## src/rtl/serpent_xts_sector_ctrl.sv

```systemverilog
// serpent_xts_sector_ctrl
// Sequences XTS encryption/decryption of one sector through a single shared
// Serpent core. The core first encrypts the sector number with key2 to form
// the tweak T, then processes every data block with key1 as
//    out = E/D_key1(in ^ T) ^ T
// and T is multiplied by alpha in GF(2^128) after each output block.
//
// Ports:
//   i_clk, i_rstn              clock, asynchronous active-low reset
//   i_key_valid, i_key         {key1, key2}; i_key_valid must stay high for the
//                              whole sector, dropping it abandons the sector
//   i_start, i_decrypt,        sector start pulse (IDLE only), direction and
//   i_sector                   sector number, all sampled with i_start
//   o_busy                     high outside IDLE
//   i_blk_valid/o_blk_ready    input block stream, i_blk
//   o_blk_valid/i_blk_ready    output block stream, o_blk
//   o_sector_done, o_abort     one-cycle completion / abandonment pulses
//   o_core_*, i_core_*         request/response to the shared cipher core
//
// Handshakes: a transfer happens on a rising clock edge where valid and ready
// are both high. o_blk and o_blk_valid hold until accepted. The core request
// o_core_enable holds until i_core_valid is seen and then drops for at least
// one cycle before the next request; i_core_valid is ignored while the
// request is low.
module serpent_xts_sector_ctrl #(
   parameter int BLOCKS_PER_SECTOR = 32,
   parameter int CNT_W             = 16
) (
   input  logic         i_clk,
   input  logic         i_rstn,
   input  logic         i_key_valid,
   input  logic [511:0] i_key,
   input  logic         i_start,
   input  logic         i_decrypt,
   input  logic [63:0]  i_sector,
   output logic         o_busy,
   input  logic         i_blk_valid,
   output logic         o_blk_ready,
   input  logic [127:0] i_blk,
   output logic         o_blk_valid,
   input  logic         i_blk_ready,
   output logic [127:0] o_blk,
   output logic         o_sector_done,
   output logic         o_abort,
   output logic         o_core_enable,
   output logic         o_core_decrypt,
   output logic [255:0] o_core_key,
   output logic [127:0] o_core_data,
   input  logic [127:0] i_core_data,
   input  logic         i_core_valid
);

   typedef enum logic [2:0] {
      S_IDLE,
      S_TWEAK,
      S_GET_BLK,
      S_CIPHER,
      S_EMIT,
      S_DONE
   } state_t;

   localparam logic [CNT_W-1:0] LAST_BLK = CNT_W'(BLOCKS_PER_SECTOR - 1);

   state_t         r_state;
   state_t         w_next;
   logic [255:0]   r_key1;
   logic [255:0]   r_key2;
   logic           r_dec;
   logic [127:0]   r_t;
   logic [127:0]   r_core_data;
   logic [127:0]   r_blk;
   logic [CNT_W-1:0] r_cnt;
   logic           r_abort;

   logic           w_abandon;
   logic           w_last;
   logic [127:0]   w_t_next;

   // Losing the key in any active state abandons the sector.
   assign w_abandon = (r_state != S_IDLE) && !i_key_valid;
   assign w_last    = (r_cnt == LAST_BLK);
   // Multiply by alpha: shift left, fold the carried-out bit back with x^7+x^2+x+1.
   assign w_t_next  = {r_t[126:0], 1'b0} ^ (r_t[127] ? 128'h87 : 128'h0);

   always_ff @(posedge i_clk or negedge i_rstn) begin
      if (!i_rstn) r_state <= S_IDLE;
      else         r_state <= w_next;
   end

   always_comb begin
      w_next = r_state;
      if (w_abandon) begin
         w_next = S_IDLE;
      end else begin
         case (r_state)
            S_IDLE:    if (i_start && i_key_valid) w_next = S_TWEAK;
            S_TWEAK:   if (i_core_valid)           w_next = S_GET_BLK;
            S_GET_BLK: if (i_blk_valid)            w_next = S_CIPHER;
            S_CIPHER:  if (i_core_valid)           w_next = S_EMIT;
            S_EMIT:    if (i_blk_ready)            w_next = w_last ? S_DONE : S_GET_BLK;
            S_DONE:                                w_next = S_IDLE;
            default:                               w_next = S_IDLE;
         endcase
      end
   end

   always_ff @(posedge i_clk or negedge i_rstn) begin
      if (!i_rstn) begin
         r_key1      <= '0;
         r_key2      <= '0;
         r_dec       <= 1'b0;
         r_t         <= '0;
         r_core_data <= '0;
         r_blk       <= '0;
         r_cnt       <= '0;
         r_abort     <= 1'b0;
      end else begin
         r_abort <= 1'b0;
         if (w_abandon) begin
            r_abort <= 1'b1;
         end else begin
            case (r_state)
               S_IDLE: begin
                  if (i_start && i_key_valid) begin
                     r_key1      <= i_key[511:256];
                     r_key2      <= i_key[255:0];
                     r_dec       <= i_decrypt;
                     r_core_data <= {64'h0, i_sector};
                     r_cnt       <= '0;
                  end
               end
               S_TWEAK:   if (i_core_valid) r_t <= i_core_data;
               S_GET_BLK: if (i_blk_valid)  r_core_data <= i_blk ^ r_t;
               S_CIPHER:  if (i_core_valid) r_blk <= i_core_data ^ r_t;
               S_EMIT: begin
                  if (i_blk_ready) begin
                     r_t <= w_t_next;
                     if (!w_last) r_cnt <= r_cnt + CNT_W'(1);
                  end
               end
               default: ;
            endcase
         end
      end
   end

   // Control outputs decode straight from the state register, so they fall in
   // the same edge that leaves the state (including an abandon to IDLE).
   assign o_busy         = (r_state != S_IDLE);
   assign o_blk_ready    = (r_state == S_GET_BLK);
   assign o_blk_valid    = (r_state == S_EMIT);
   assign o_blk          = r_blk;
   assign o_sector_done  = (r_state == S_DONE);
   assign o_abort        = r_abort;
   assign o_core_enable  = (r_state == S_TWEAK) || (r_state == S_CIPHER);
   assign o_core_decrypt = (r_state == S_CIPHER) && r_dec;
   assign o_core_key     = (r_state == S_TWEAK)  ? r_key2 :
                           (r_state == S_CIPHER) ? r_key1 : 256'h0;
   assign o_core_data    = r_core_data;

endmodule

```

## config.mk

```make
export PLATFORM = sky130hd
export DESIGN_NAME = serpent_xts_sector_ctrl
export DESIGN_NICKNAME = d
export VERILOG_FILES = /design/src/rtl/serpent_xts_sector_ctrl.sv
export SDC_FILE = /design/constraint.sdc
export NUM_CORES = 2
export LEC_CHECK = 0
export CAP_MARGIN = 20
export CELL_PAD_IN_SITES_DETAIL_PLACEMENT = 1
export CELL_PAD_IN_SITES_GLOBAL_PLACEMENT = 1
export CORE_AREA = 5 5 524 526
export CTS_CLUSTER_DIAMETER = 100
export DETAILED_ROUTE_END_ITERATION = 16
export DIE_AREA = 0 0 529 531
export PLACE_DENSITY_LB_ADDON = 0.1
export SLEW_MARGIN = 15
export SYNTH_ARGS = -nofsm -noshare
export SYNTH_HDL_FRONTEND = slang
export SYNTH_SLANG_ARGS = --single-unit
```

## constraint.sdc

```tcl
create_clock -name i_clk -period 3.8 [get_ports i_clk]
set_input_delay 1.14 -clock i_clk [delete_from_list [all_inputs] [get_ports i_clk]]
set_output_delay 1.14 -clock i_clk [all_outputs]
set_load 0.005 [all_outputs]
```

# Yosys cells after proc, flatten, opt, wreduce, memory -nomap -nowiden
# Cells that the tools add are included.
[totals]
out_inout_bits = 519
latchBits = 0
ff_bits = 917
mem_bits_ro = 0
elab_cells = 68
ram_bits = 0
mem_count = 0
[op_classes]
n_eq_ne = 16
bitwise = 4
div = 0
magnitude_cmp = 0
reduce_logical = 16
mul = 0
n_shift = 0
n_mux = 22
n_addsub = 1
[op_table]
columns = ["op", "n"]
rows = [
  ["two-way mux 128 bit", 4],
  ["two-way mux 256 bit", 2],
  ["one-hot mux 128 bit (2 select lines)", 2],
  ["bitwise XOR 128 bit", 2],
  ["bitwise XOR 128 x 8 -> 128 bit", 1],
  ["two-way mux 16 bit", 3],
  ["one-hot mux 16 bit (2 select lines)", 1],
  ["two-way mux 3 bit", 7],
  ["adder 16 x 1 -> 16 bit (second input constant)", 1],
  ["equality test 16 x 5 -> 1 bit (second input constant)", 1],
  ["one-hot mux 3 bit (5 select lines)", 1],
  ["AND reduction 5 bit", 2],
  ["!= test 3 bit (second input constant)", 3],
  ["two-way mux 8 bit", 1],
  ["!= test 2 bit (second input constant)", 4],
  ["AND reduction 4 bit", 2],
  ["equality test 3 x 2 -> 1 bit (second input constant)", 2],
  ["equality test 3 bit (second input constant)", 2],
  ["AND reduction 3 bit", 2],
  ["nonzero test 2 bit", 3],
  ["equality test 3 x 1 -> 1 bit (second input constant)", 1],
  ["logical AND 1 bit", 3],
  ["logical NOT 3 bit", 1],
  ["!= test 3 x 1 -> 1 bit (second input constant)", 1],
  ["7 further kinds", 7],
]

# Longest topological paths before layout
[logic_depth]
word_depth = 5
ltp_mapped = 10
ltp_nobuf = 6

# Least setup slack after synthesis
# No wires, ideal clock.
[synth_timing]
path_type = "register to output"
startpoint = "reg r_state[1]"
endpoint = "out o_core_key[0]"
slack_ns = 1.219
arrival_time_ns = 1.441
stages_incl_launch_ff = 7
path_cell_list = "dfrtp_1 buf_2 buf_2 clkbuf_1 buf_2 mux2i_1 nor2_1"
[synth_via]
elab_chain_cells = 3
[synth_lines]
columns = ["item", "line", "rtl"]
rows = [
  ["start: declaration", "64", "state_t r_state;"],
  ["start signal: assignment", "87", "else r_state <= w_next;"],
  ["equality test 3 x 2 -> 1 bit", "158", "(r_state == S_CIPHER) ? r_key1 : 256'h0;"],
  ["two-way mux 256 bit", "158", ""],
  ["two-way mux 256 bit *", "157", "assign o_core_key = (r_state == S_TWEAK) ? r_key2 :"],
  ["end: declaration", "47", "output logic [255:0] o_core_key,"],
]
# Mark *: on every way between the ends. The rest lies on a longest branch, timed or not.

# Worst setup path in the final report
[layout_timing]
startpoint = "reg r_state[1]"
endpoint = "out o_core_key[197]"
# Same word-level chain as after synthesis.

==> summary.md <==
| Metric | Value |
|---|---|
| Status | `finished, final reports clean` |
| Max-slew violations | `0` |
| Slowest CP cell | `clkdlybuf4s50_1` |
| FF+latch area | `22,950 um^2` |
| Die Width | `529 um` |
| H-tree depth | `4` |
| DR vias | `38.68k` |
| Seq/Total Area, Yosys | `54.08%` |
| Clock sinks | `917` |
| Lkg Pwr | `29.67 nW` |
| Fillers | `31.06k` |
| Family with the most delay on the worst path | `buffers and inverters` |
| Switching power | `15.29 mW` |
| Synthesized area | `42,430 um^2` |
| Layout cell share with drive strength beyond 1 | `9.535%` |
| PortBufs | `1,358` |
| Netlist cell types | `47` |
| Comb power frac | `32.4%` |
| Setup crit end kind | `primary output` |
| Crit path time final | `3.741 ns` |
| Startpoint Class | `flop` |
| Number of synthesized flops with an enable pin | `0` |
| Tcrit/Tclk final | `98.44%` |
| Commonest cells after routing, fill and taps aside | `1,934 x nand2_1, 1,122 x clkdlybuf4s50_1, 916 x dfrtp_1` |
| Layout area overhead | `56.64%` |
| CTS max path bufs | `3` |
| Worst IR Drop VDD | `429.9 uV` |
| Syn nets | `5,590` |
| Post-DP HPWL | `185.9 mm` |
| Clock power frac | `29.5%` |
| CTS Buf Count | `134` |
| Largest net degree at the start of global routing | `106` |
| Synth warnings | `0` |
| WP buf/inv | `3` |
| Vias per cell | `3.939` |
| Gpl congestion | `0.7756` |
| Cells after synthesis | `4,749` |
| Clk_lat worst skew | `0.80 ns` |
| Slew margin rel. | `38.28%` |
| Avg Inst Size Synth | `8.935 um^2` |
| RSZ-0062 raised after global routing | `yes` |
| Sequential share of power | `38.1%` |
| Max-cap violations | `0` |
| First-pass GRT wire length | `339.7 mm` |
| Root buf cell | `clkbuf_16` |
| Util after Layout | `24.66%` |
| Cell Pwr Density | `657.0 nW/um^2` |
| Total GRT Usage | `16.95%` |
| Initial DRC count | `1,635` |
| Core ar. | `269,600 um^2` |
| # setup viols final | `0` |
| Worst EP required | `2.66 ns` |
| Post-synthesis async set-or-reset flop share | `100.0%` |
| Rows | `191` |
| Initial antenna violation count | `169` |
| Multi-input gate area | `18,470 um^2` |
| Initial core utilization | `15.74%` |
| Worst path cell trace | `buf_12 > bufbuf_16 > mux2i_2 > nor2_4 > clkdlybuf4s50_1` |
| DR DRC count | `0` |
| Int Pwr | `28.38 mW` |
| GR Overflow Total | `0` |
| Antenna-violating nets left | `0` |
| Yosys reg bits | `917` |
| Nets | `6,949` |
| Post-place setup slack | `0.1578 ns` |
| Actual slew at the worst max-slew pin | `0.9257 ns` |
| Crit Path Max Fanout | `15` |
| Worst-path clk slew | `0.06 ns` |
| Full die area | `280,900 um^2` |
| CTS tree | `yes` |
| Vias in the first global route | `42.16k` |
| DR WL/cell | `25.01 um` |
| I/O Pins | `1,359` |
| Final Hold Violating Endpoints | `0` |
| Clock skew | `0.03761 ns` |
| Most used DFF post-synth | `dfrtp_1` |
| Switching Share | `35.01%` |
| CP peak stage delay | `0.52 ns` |
| Final setup margin | `0.05932 ns` |
| DRT Pass-1 Iters | `5` |
| Kind of critical path | `reg -> out` |
| Max Freq | `267.3 MHz` |
| Most common cell after layout, fill and taps aside | `nand2_1` |
| Final WL | `245.6 mm` |
| Hold WC Path Type | `in -> async` |
| Data arrival, critical path | `2.60 ns` |
| Die Y | `531 um` |
-- final timing paths --
kind	startpoint	to	slack, ns	cells after the start
max	r_state[1]$_DFFE_PN0P_	o_core_key[197]	0.06	5
min	i_rstn	o_core_data[82]$_DFFE_PN0P_	0.42	1
max reg2reg	r_state[1]$_DFFE_PN0P_	o_core_data[104]$_DFFE_PN0P_	0.68	10
min reg2reg	r_key2[205]$_DFFE_PN0P_	r_key2[205]$_DFFE_PN0P_	0.47	2
max in group asynchronous	i_rstn	r_key2[190]$_DFFE_PN0P_	2.29	3
min in group i_clk	r_key2[205]$_DFFE_PN0P_	r_key2[205]$_DFFE_PN0P_	0.47	2
-- cells by family after synthesis --
group	synth area share, %
AOI/OAI and AO/OA	5.629
muxes	9.536
DFF	54.08
buffers and inverters	3.450
and+or+nand+nor	21.91
adders and majority gates	0.02948
xor gates and xnor gates	5.367
-- sequential cells by signal, indices dropped and copies added (netlist names), 3 cells and up --
signal	flops
r_state	3
r_key1	256
o_core_data	128
r_cnt	16
r_t	128
o_blk	128
r_key2	256
-- through the flow --
step / instance area [um^2] / power, mW / hold slack, ns / instances / TNS (ns)
floorplan: 42430 / 22.10 / 0.4379 / 4749 / 0
global placement: 60810 / 30.80 / 0.4568 / 9506 / 0
detailed placement: 60810 / 30.97 / 0.4616 / 9506 / 0
CTS: 66250 / 44.87 / 0.3500 / 9776 / -0.4449
global route: 66390 / 46.68 / 0.3573 / 9789 / -0.4990
finish: 66460 / 43.66 / 0.4208 / 9819 / 0
-- final cells by class --
type	instances	share of cell area [%]
sequential	917	34.53
multi-input combinational	3514	27.80
timing repair buffer	1530	23.96
tap	3570	6.721
clock buffer	202	6.005
clock inverter	35	0.7587
antenna	40	0.1506
inverter	11	0.07718
-- per-layer routing --
layer  global-route usage (%)  share of wire (%)  vias up
met3                    7.669                9.6      418
met1                    19.01                 39    18935
met4                    3.295                1.8      168
li1                         -                  -    18011
met2                    29.70                 49     1148
met5                        0               0.44        -
-- repair_timing --
action                                 CTS  global route
resized for setup                      350            31
pin swaps                               16             2
hold buffers                             0             0
gates cloned                            17             0
setup buffers                           16             3
endpoints found under the hold margin    0             0
setup endpoints to repair              256            36
-- power by group through the flow --
stage | Clock, mW | Sequential [mW] | Combinational [mW]
final | 12.9 | 16.6 | 14.1
after floorplan | 0 | 15.6 | 6.50
after detailed placement | 0 | 16.8 | 14.1
after CTS | 13.5 | 16.7 | 14.6
after global routing | 13.9 | 17.1 | 15.7
after global placement | 0 | 16.7 | 14.0
-- worst reg2reg max path, cell delays in order (launching register included) --
cell	delay [ns]
dfrtp_4	0.48
buf_12	0.16
buf_6	0.16
buf_4	0.19
buf_4	0.31
nand2b_1	0.19
o22ai_1	0.13
nor3_2	0.40
buf_4	0.27
buf_12	0.28
mux2_2	0.44
-- synth_stat cells, types with 3 or more instances --
library cell / number / area, um^2
inv_1: 9 / 33.78
o21ai_0: 143 / 715.7
a31oi_1: 128 / 800.8
mux2i_1: 258 / 2582
and2_1: 5 / 31.28
and3_1: 8 / 50.05
nand4_1: 6 / 37.54
buf_6: 10 / 112.6
nor2_1: 451 / 1693
nand3_1: 6 / 30.03
o31ai_1: 4 / 30.03
buf_2: 132 / 660.6
clkbuf_1: 139 / 521.8
nor3_1: 3 / 15.01
o211ai_1: 3 / 22.52
mux2_2: 128 / 1441
nor4_1: 3 / 18.77
a21oi_1: 134 / 670.6
nand2b_1: 4 / 25.02
dfrtp_1: 917 / 22950
and4_1: 7 / 61.31
buf_1: 18 / 67.56
a221o_1: 4 / 40.04
nand2_1: 1936 / 7267
buf_4: 8 / 60.06
xnor2_1: 259 / 2268
(Power assumes the default switching activity.)
